### config.mk
export PLATFORM = sky130hd
export DESIGN_NAME = serializer16
export DESIGN_NICKNAME = d
export VERILOG_FILES = /design/src/rtl/serializer16.sv
export SDC_FILE = /design/constraint.sdc
export NUM_CORES = 1
export LEC_CHECK = 0
export ABC_CLOCK_PERIOD_IN_PS = 3400
export CAP_MARGIN = 20
export CORE_ASPECT_RATIO = 0.7
export CORE_MARGIN = 3
export CORE_UTILIZATION = 54
export CTS_CLUSTER_DIAMETER = 40
export DETAILED_ROUTE_END_ITERATION = 8
export GPL_ROUTABILITY_DRIVEN = 0
export PLACE_DENSITY = 0.83
export RECOVER_POWER = 100
export SYNTH_ARGS = -nofsm -noshare
export SYNTH_HDL_FRONTEND = slang
export SYNTH_SLANG_ARGS = --single-unit
### constraint.sdc
create_clock -name clock -period 3.4 [get_ports clock]
set_input_delay 0.51 -clock clock [delete_from_list [all_inputs] [get_ports clock]]
set_output_delay 0.51 -clock clock [all_outputs]
set_load 0.02 [all_outputs]
### src/rtl/serializer16.sv
// -----------------------------------------------------------------------------
// serializer16 -- 16-bit parallel-to-serial transmitter
//
// Frame on sout: one start bit (0), 16 data bits, an optional even-parity bit,
// then STOP_BITS stop bits (1). The line idles high.
//
// Handshake: a word is accepted on a rising clock edge where load=1 and
// ready=1. ready is high only while idle; load while ready=0 is ignored and
// has no effect on the frame in progress.
//
// Parameters:
//   LSB_FIRST  1: in[0] is sent first, 0: in[15] is sent first
//   STOP_BITS  number of stop bits per frame (1 or 2)
//
// Optional feature:
//   SERIALIZER16_PARITY_EN  when defined, a one-cycle PARITY state carrying
//                           the XOR of the 16 data bits follows DATA.
//
// Ports:
//   clock  in   single clock, rising edge
//   reset  in   asynchronous, active-high
//   in     in   [15:0] parallel word
//   load   in   word valid
//   ready  out  word can be accepted (IDLE)
//   sout   out  serial line
//   busy   out  frame on the line
//   done   out  one-cycle pulse on the last stop bit
// -----------------------------------------------------------------------------
module serializer16 #(
    parameter int LSB_FIRST = 1,
    parameter int STOP_BITS = 1
) (
    input  logic        clock,
    input  logic        reset,
    input  logic [15:0] in,
    input  logic        load,
    output logic        ready,
    output logic        sout,
    output logic        busy,
    output logic        done
);

`ifdef SERIALIZER16_PARITY_EN
    typedef enum logic [2:0] {IDLE, START, DATA, PARITY, STOP} state_t;
`else
    typedef enum logic [2:0] {IDLE, START, DATA, STOP} state_t;
`endif

    // Index of the final stop cycle as counted by r_cnt inside STOP.
    localparam logic [3:0] LP_LAST_STOP = (STOP_BITS >= 2) ? 4'd1 : 4'd0;

    state_t      r_state;
    state_t      w_next;
    logic [15:0] r_shift;
    logic [3:0]  r_cnt;
    logic [15:0] w_shift_rot;
    logic        w_data_bit;
    logic        w_last_stop;

    // The shift register rotates rather than shifts, so after the 16 data
    // cycles it holds the original word again; parity can then be taken from
    // it directly without a separate accumulator.
    generate
        if (LSB_FIRST != 0) begin : g_lsb_first
            assign w_data_bit  = r_shift[0];
            assign w_shift_rot = {r_shift[0], r_shift[15:1]};
        end else begin : g_msb_first
            assign w_data_bit  = r_shift[15];
            assign w_shift_rot = {r_shift[14:0], r_shift[15]};
        end
    endgenerate

    // r_cnt is reused in STOP to count stop cycles (it is 0 on entry, since
    // it wraps 15->0 when DATA ends).
    assign w_last_stop = (r_state == STOP) && (r_cnt == LP_LAST_STOP);

    // State register
    always_ff @(posedge clock or posedge reset) begin
        if (reset) begin
            r_state <= IDLE;
        end else begin
            r_state <= w_next;
        end
    end

    // Next-state logic
    always_comb begin
        w_next = r_state;
        case (r_state)
            IDLE: begin
                if (load) begin
                    w_next = START;
                end
            end
            START: begin
                w_next = DATA;
            end
            DATA: begin
                if (r_cnt == 4'd15) begin
`ifdef SERIALIZER16_PARITY_EN
                    w_next = PARITY;
`else
                    w_next = STOP;
`endif
                end
            end
`ifdef SERIALIZER16_PARITY_EN
            PARITY: begin
                w_next = STOP;
            end
`endif
            STOP: begin
                if (w_last_stop) begin
                    w_next = IDLE;
                end
            end
            default: begin
                w_next = IDLE;
            end
        endcase
    end

    // Datapath: shift register and bit/stop counter
    always_ff @(posedge clock or posedge reset) begin
        if (reset) begin
            r_shift <= '0;
            r_cnt   <= '0;
        end else begin
            case (r_state)
                IDLE: begin
                    if (load) begin
                        r_shift <= in;
                        r_cnt   <= '0;
                    end
                end
                DATA: begin
                    r_shift <= w_shift_rot;
                    r_cnt   <= r_cnt + 4'd1;
                end
                STOP: begin
                    r_cnt <= w_last_stop ? 4'd0 : (r_cnt + 4'd1);
                end
                default: begin
                end
            endcase
        end
    end

    // Outputs decoded from registered state only; reset forces IDLE
    // asynchronously, which drives the line high at once.
    always_comb begin
        sout  = 1'b1;
        busy  = 1'b1;
        ready = 1'b0;
        done  = 1'b0;
        case (r_state)
            IDLE: begin
                busy  = 1'b0;
                ready = 1'b1;
            end
            START: begin
                sout = 1'b0;
            end
            DATA: begin
                sout = w_data_bit;
            end
`ifdef SERIALIZER16_PARITY_EN
            PARITY: begin
                sout = ^r_shift;
            end
`endif
            STOP: begin
                done = w_last_stop;
            end
            default: begin
                busy  = 1'b0;
                ready = 1'b1;
            end
        endcase
    end

endmodule

== Yosys cells after proc, flatten, opt, wreduce, memory -nomap -nowiden ==
Index checks and enable logic that the tools add are counted.
W data, S select, Z words.
Cells by class
  add/subtract/negate cells: 1
  equality and inequality tests: 7
  muxes and demuxes: 13
  reduce and logical (&&, ||, !) cells: 9
Operators by type and width (count)
  $pmux W16 S2: 1
  $mux W16: 1
  $pmux W3 S4: 1
  $pmux W4 S3: 1
  $mux W3: 3
  $mux W4: 2
  $eq A3 B2 Y1 const B: 2
  $ne A2 B2 Y1 const B: 3
  $add A4 B1 Y4 const B: 1
  $eq A4 B4 Y1 const B: 1
  $logic_not A4 Y1: 1
  $reduce_and A2 Y1: 2
  $eq A3 B1 Y1 const B: 1
  $logic_not A3 Y1: 1
  $mux W1: 3
  $reduce_and A3 Y1: 1
  $reduce_bool A3 Y1: 1
  $reduce_or A3 Y1: 1
  $pmux W1 S2: 1
  $reduce_bool A2 Y1: 1
  $logic_and A1 B1 Y1: 1
Storage, ports and cells
  bits in registers: 23
  output and inout port bits: 4
  logic and storage cells: 33

== Depth between registers and ports, before layout ==
Gate-level depths: netlist of the first run.
  depth in word-level cells: 4
  gate-level depth with buffers: 7
  depth with buffers taken out: 6

== Worst setup path before layout of the first run ==
Ideal clock, no wire load.
  kind: reg-to-output
  start: reg r_state[0]
  end: out sout
  data arrival time: 1.554 ns
  slack: 1.336 ns
  stages on the path, launching flop included: 6
  buffers on the path: 2
  path through: dfrtp_1 -> inv_1 -> ha_1 -> buf_4 -> buf_4 -> mux2i_1
Between the ends
  cells in the longest elaborated chain, start to end: 2
RTL lines
  from (decl): RTL line 52  | state_t r_state;
  from (signal assigned): RTL line 82  | r_state <= w_next;
  $eq A3 B2 Y1 / $eq A3 B1 Y1 (equally long branches): RTL line 156  | case (r_state)
  $pmux W1 S2 (*): RTL line 156
  to (decl): RTL line 38  | output logic sout,
Every way passes the cells marked *; elsewhere a longest branch is shown, timed or not.

== Final worst setup path of the first run ==
  start: reg r_state[0]
  end: reg r_cnt[0]
Between the ends
  cells in the longest elaborated chain, start to end: 4
RTL lines
  $eq A3 B2 Y1: RTL line 75, 129
  $logic_and A1 B1 Y1: RTL line 75  | assign w_last_stop = (r_state == STOP) && (r_cnt == LP_LAST_STOP);
  $mux W4: RTL line 141  | r_cnt <= w_last_stop ? 4'd0 : (r_cnt + 4'd1);
  $pmux W4 S3: RTL line 129  | case (r_state)
  to (signal assigned): RTL line 138  | r_cnt <= r_cnt + 4'd1;
  to (signal assigned): RTL line 141
  to (decl): RTL line 55  | logic [3:0] r_cnt;
Several ways; a longest one is shown, not always the timed one.
A chain may end at the register's enable or synchronous reset.

==> metrics.md, run 1 <==
| Metric | Value |
|---|---|
| Final TNS setup | `0 ns` |
| RSZ-0062 raised after global routing | `false` |
| Rel. slew slack | `0.0596` |
| Vias | `898` |
| Pint | `0.742 mW` |
| Global-route wire length before repair | `4110 microns` |
| CP peak stage delay | `1.04 ns` |
| Min cycle time layout | `2.67 ns` |
| CTS tree | `yes` |
| Register area share after synthesis | `0.462` |
| Cts-stage hold buffer count | `0` |
| Mapped Area | `0.00119 sq mm` |
| Placement Rows | `13` |
| Synthesized area per cell | `10.0 sq um` |
| Area Overhead vs Synth | `23.4%` |
| Antenna violations before repair | `0` |
| Fin crit share | `0.786` |
| Reg clk slew, reported paths | `0.12 ns` |
| Ys Warns | `0` |
| Number of setup violations in the final report | `0` |
| Hold Path Class | `reg2reg` |
| I/O Buffers | `22` |
| Via count of the first global-routing pass | `887` |
| Drt drc | `0` |
| Critical path class | `reg2reg` |
| Fmax | `374 MHz` |
| Crit. End Element | `register` |
| I/O pins | `23` |
| Sequential share of power | `0.354` |
| Die height | `45.3 microns` |
| Wire length per cell | `14.3 microns` |
| H-tree depth | `1` |
| Critical path data required time | `3.63 ns` |
| Critical path cell sequence | `inv_1, ha_1, clkbuf_1, a21oi_1, or3_1, o21ai_0` |
| Clk_lat worst skew | `0.31 ns` |
| Sw frac | `0.424` |
| Dpl hpwl | `1850 microns` |
| Post-Place Worst Slack | `1.18 ns` |
| Pin count of the biggest net entering global routing | `33` |
| Setup WS post-layout | `0.728 ns` |
| Sw power | `0.546 mW` |
| Post-CTS Setup Bufs | `0` |
| Seq cells post-synth | `22` |
| Post-route ant nets | `0` |
| Vias per inst | `5.22` |
| Layout Nets | `170` |
| GRT overflow | `0` |
| Max-cap violations | `0` |
| Fillcell total | `170` |
| Max Clock Skew | `0.00312 ns` |
| WL final | `2450 microns` |
| Die ar. | `0.00281 sq mm` |
| Max-slew violation count | `0` |
| Clock share of power | `0.112` |
| CTS max path bufs | `2` |
| Leakage | `0.662 nW` |
| Worst Tran Pin Value | `1.41 ns` |
| Layout cells sized above 1 | `0.0563` |
| Num CTS Buffers | `3` |
| Critical-path top delay cell | `clkbuf_1` |
| GRT Overall Usage | `0.193` |
| DIE WIDTH | `62.1 microns` |
| Core area | `0.00197 sq mm` |
| Cell area after layout | `0.00147 sq mm` |
| Final hold violation count | `0` |
| Outcome | `finished clean` |
| Ant diodes | `0` |
| Iter 0 DRT Violations | `50` |
| WP data arrival | `2.90 ns` |
| Library cells used by synthesis | `22` |
| Comb power frac | `0.534` |
| Power density cells | `876 mW/mm^2` |
| DP Area | `0.00144 sq mm` |
| Syn_nets | `146` |
| Drt first pass iters | `4` |
| Starting density of the core | `0.605` |
| VDD IR-drop max | `0.365 mV` |
| CP max FO | `20` |
| # resized after CTS | `0` |
| Root Buffer | `clkbuf_4` |
| Synthesized netlist cell count | `119` |
| Startpoint Class | `register` |
| # clock sinks | `22` |
| Final total power | `1.29 mW` |
-- synthesized netlist by cell type (all sizes together) --
| master | count | area [sq um] |
|---|---|---|
| nand2 | 20 | 75.1 |
| inv | 8 | 30.0 |
| clkbuf | 3 | 11.3 |
| nand3 | 2 | 10.0 |
| a21o | 1 | 7.51 |
| o22ai | 1 | 6.26 |
| o21ai | 21 | 105 |
| ha | 8 | 100 |
| buf | 2 | 15.0 |
| nor4b | 1 | 8.76 |
| nor2 | 4 | 15.0 |
| mux2i | 18 | 180 |
| a221oi | 1 | 26.3 |
| or2 | 1 | 6.26 |
| or3 | 1 | 6.26 |
| nor2b | 1 | 6.26 |
| a21oi | 2 | 13.8 |
| or3b | 1 | 11.3 |
| dfrtp | 22 | 551 |
| nor4 | 1 | 6.26 |
-- placed cells by master (no fill, tap or decap), drive strengths merged, types with 4 or more instances in the layout --
master         netlist  routed
nor2                 4       4
o21ai               21      21
dfrtp               22      22
ha                   8       8
clkbuf               3       5
dlygate4sd3          0       5
inv                  8       8
mux2i               18      18
clkdlybuf4s50        0      17
nand2               20      20
-- worst max-delay path, delay by kind of cell (launching register included) --
family	cells	cell delay, ns
flip-flops	1	0.45
AO/OA/AOI/OAI	2	0.35
AND/OR/NAND/NOR	1	0.42
adder cells (fa/ha/maj)	1	0.19
buffers and inverters	2	1.17
-- path summary, 6_finish.rpt --
kind,endpoint,from,slack (ns),cells after the start
min in group asynchronous,r_cnt[1],reset,0.78,2
max in group asynchronous,r_shift[6],reset,2.12,2
setup reg to reg,r_cnt[0],r_state[0],0.73,6
hold reg to reg,r_shift[3],r_shift[3],0.50,2
hold / removal,r_shift[3],r_shift[3],0.50,2
setup / recovery,r_cnt[0],r_state[0],0.73,6
-- per-layer routing --
metal  GRT usage  part of all wire  wire, microns
met1       0.245              0.46           1120
met2       0.340              0.48           1190
met3      0.0547             0.055            135
met4      0.0396            0.0041             10
met5           0                 0              0
-- state kept, by name (all words and copies together), names as in the netlist --
register  cells
r_shift      16
r_cnt         4
r_state       2
-- cells by family (layout without fill, tap and decap cells) --
kind of cell               count (synthesis)  count (layout)  synth area share
and+or+nand+nor                           32              32             0.122
adders and majority gates                  8               8            0.0840
muxes                                     18              18             0.151
DFF                                       22              22             0.462
buffers and inverters                     13              36            0.0473
AOI/OAI and AO/OA                         26              26             0.133
-- cell type report --
| class | instances | area [sq um] | share of cell area |
|---|---|---|---|
| Clock buffer | 4 | 36.3 | 0.0247 |
| Multi-Input combinational cell | 84 | 584 | 0.397 |
| Timing Repair Buffer | 24 | 231 | 0.157 |
| Sequential cell | 22 | 551 | 0.374 |
| Inverter | 8 | 30.0 | 0.0204 |
| Tap cell | 30 | 37.5 | 0.0255 |
-- metrics by stage --
step	util	instances	hold WS [ns]
after global routing	0.747	172	0.533
final	0.747	172	0.495
after global placement	0.732	168	0.461
after detailed placement	0.732	168	0.475
after CTS	0.751	172	0.502
after floorplan	-	119	0.450
-- power by group through the flow --
stage / combinational [mW] / clock [mW] / sequential (mW)
detailed placement: 0.698 / 0 / 0.461
floorplan: 0.518 / 0 / 0.439
global route: 0.771 / 0.157 / 0.472
finish: 0.687 / 0.144 / 0.456
global placement: 0.663 / 0 / 0.452
CTS: 0.704 / 0.144 / 0.456
(Power assumes the default switching activity.)
==> inputs of run 2 (changes only) <==
--- a/config.mk
+++ b/config.mk
@@ -5,15 +5,15 @@
 export SDC_FILE = /design/constraint.sdc
 export NUM_CORES = 1
 export LEC_CHECK = 0
-export ABC_CLOCK_PERIOD_IN_PS = 3400
+export ABC_CLOCK_PERIOD_IN_PS = 2690
 export CAP_MARGIN = 20
 export CORE_ASPECT_RATIO = 0.7
 export CORE_MARGIN = 3
-export CORE_UTILIZATION = 54
+export CORE_UTILIZATION = 50
 export CTS_CLUSTER_DIAMETER = 40
 export DETAILED_ROUTE_END_ITERATION = 8
 export GPL_ROUTABILITY_DRIVEN = 0
-export PLACE_DENSITY = 0.83
+export PLACE_DENSITY = 0.77
 export RECOVER_POWER = 100
 export SYNTH_ARGS = -nofsm -noshare
 export SYNTH_HDL_FRONTEND = slang
==> constraint.sdc (replaced) <==
create_clock -name clock -period 2.69 [get_ports clock]
set_input_delay 0.4035 -clock clock [delete_from_list [all_inputs] [get_ports clock]]
set_output_delay 0.4035 -clock clock [all_outputs]
set_load 0.02 [all_outputs]
==> metrics.md, run 2 (synthesis gave the netlist of run 1 again) <==
| Metric | Value |
|---|---|
| Max-slew violation count | `0` |
| Storage cell area | `551 sq um` |
| Sw frac | `0.413` |
| Max Clock Skew | `0.00105 ns` |
| CP peak stage delay | `0.67 ns` |
| Hold Path Class | `reg2reg` |
| Ant diodes | `0` |
| Clock share of power | `0.113` |
| Post-CTS Setup Bufs | `0` |
| Critical path cell sequence | `inv_1, ha_1, or3b_4, nor2_1, dlygate4sd3_1` |
| CP max FO | `4` |
| Placement Rows | `14` |
| Wire length per cell | `12.1 microns` |
| Most common cell after layout, fill and taps aside | `dfrtp_1` |
| Leakage | `0.661 nW` |
| Max reg flops | `16` |
| Vias | `876` |
| Rel. slew slack | `0.456` |
| CTS tree | `yes` |
| GRT overflow | `0` |
| Layout cells sized above 1 | `0.0563` |
| Cts-stage hold buffer count | `0` |
| Critical path class | `reg2out` |
| Clk_lat worst skew | `0.30 ns` |
| Top reg by flops | `r_shift` |
| Startpoint Class | `register` |
| Drt drc | `0` |
| Core area | `0.00221 sq mm` |
| Drt first pass iters | `3` |
| Crit. End Element | `output pin` |
| Sw power | `0.639 mW` |
| Antenna violations before repair | `0` |
| GRT Overall Usage | `0.148` |
| Outcome | `finished clean` |
| Area Overhead vs Synth | `22.1%` |
| RSZ-0062 raised after global routing | `false` |
| Starting density of the core | `0.540` |
| Commonest non-fill, non-tap cells in the layout | `dfrtp_1 (22), nand2_1 (20), o21ai_0 (20), mux2i_1 (17), clkdlybuf4s50_1 (17)` |
| H-tree depth | `1` |
| Layout Nets | `170` |
| Final TNS setup | `0 ns` |
| Worst Tran Pin Value | `0.815 ns` |
| Num CTS Buffers | `3` |
| Iter 0 DRT Violations | `43` |
| Vias per inst | `5.03` |
| Sequential share of power | `0.368` |
| Power density cells | `1060 mW/mm^2` |
| # clock sinks | `22` |
| Fin crit share | `0.920` |
| WP data arrival | `2.07 ns` |
| DP Area | `0.00144 sq mm` |
| Top Registers | `r_shift (16), r_cnt (4), r_state (2)` |
| Cell area after layout | `0.00145 sq mm` |
| Post-route ant nets | `0` |
| Critical-path top delay cell | `dlygate4sd3_1` |
| Dpl hpwl | `1630 microns` |
| Global-route wire length before repair | `3330 microns` |
| Number of setup violations in the final report | `0` |
| Root Buffer | `clkbuf_4` |
| Multi-input logic area | `567 sq um` |
| Pin count of the biggest net entering global routing | `33` |
| Via count of the first global-routing pass | `786` |
| I/O pins | `23` |
| Pint | `0.909 mW` |
| DIE WIDTH | `64.3 microns` |
| Fmax | `404 MHz` |
| Fillcell total | `193` |
| Min cycle time layout | `2.47 ns` |
| # resized after CTS | `0` |
| Max-cap violations | `0` |
| Comb power frac | `0.519` |
| VDD IR-drop max | `0.447 mV` |
| CTS max path bufs | `2` |
| Die height | `46.8 microns` |
| I/O Buffers | `22` |
| WL final | `2110 microns` |
| Die ar. | `0.00301 sq mm` |
| Reg clk slew, reported paths | `0.11 ns` |
| Critical path data required time | `2.29 ns` |
| Final hold violation count | `0` |
-- run 2: through the flow --
step                       util  setup slack, ns  hold slack (ns)  instances  power, mW
after global placement    0.654            0.604            0.461        170       1.40
final                     0.659            0.216            0.488        174       1.55
after detailed placement  0.654            0.581            0.471        170       1.45
after global routing      0.659           0.0976            0.523        174       1.68
after floorplan               -            0.733            0.393        119       1.21
after CTS                 0.671            0.228            0.498        174       1.63
-- run 2: final cells by class --
type / instances / share of cell area
Inverter: 8 / 0.0207
Multi-Input combinational cell: 84 / 0.390
Tap cell: 32 / 0.0275
Clock buffer: 4 / 0.0250
Sequential cell: 22 / 0.379
Timing Repair Buffer: 24 / 0.158
-- run 2: worst paths after layout --
path	start	to	slack (ns)	cells past startpoint
max	r_cnt[0]	done	0.22	5
min	r_shift[1]	r_shift[1]	0.49	2
max reg2reg	r_state[0]	r_shift[8]	0.50	6
min reg2reg	r_shift[1]	r_shift[1]	0.49	2
max in group asynchronous	reset	r_cnt[3]	1.51	2
min in group asynchronous	reset	r_shift[6]	0.68	2
-- run 2: critical path: cells and delay by family, from the launching register on --
| kind | cells | cell delay [ns] |
|---|---|---|
| adders and majority gates | 1 | 0.13 |
| buffers and inverters | 2 | 0.75 |
| DFF | 1 | 0.42 |
| and+or+nand+nor | 2 | 0.46 |
-- run 2: layer usage --
metal / wire length (microns) / GRT usage / share of wire
met2: 1040 / 0.283 / 0.49
met1: 959 / 0.159 / 0.46
met3: 87 / 0.0502 / 0.041
met4: 21 / 0.0504 / 0.010
met5: 0 / 0 / 0
-- run 2: power by group through the flow --
stage               clock [mW]  combinational, mW  sequential (mW)
floorplan                    0              0.654            0.555
global placement             0              0.835            0.568
detailed placement           0              0.874            0.578
CTS                      0.184              0.877            0.569
global route             0.201              0.886            0.590
finish                   0.175              0.803            0.569
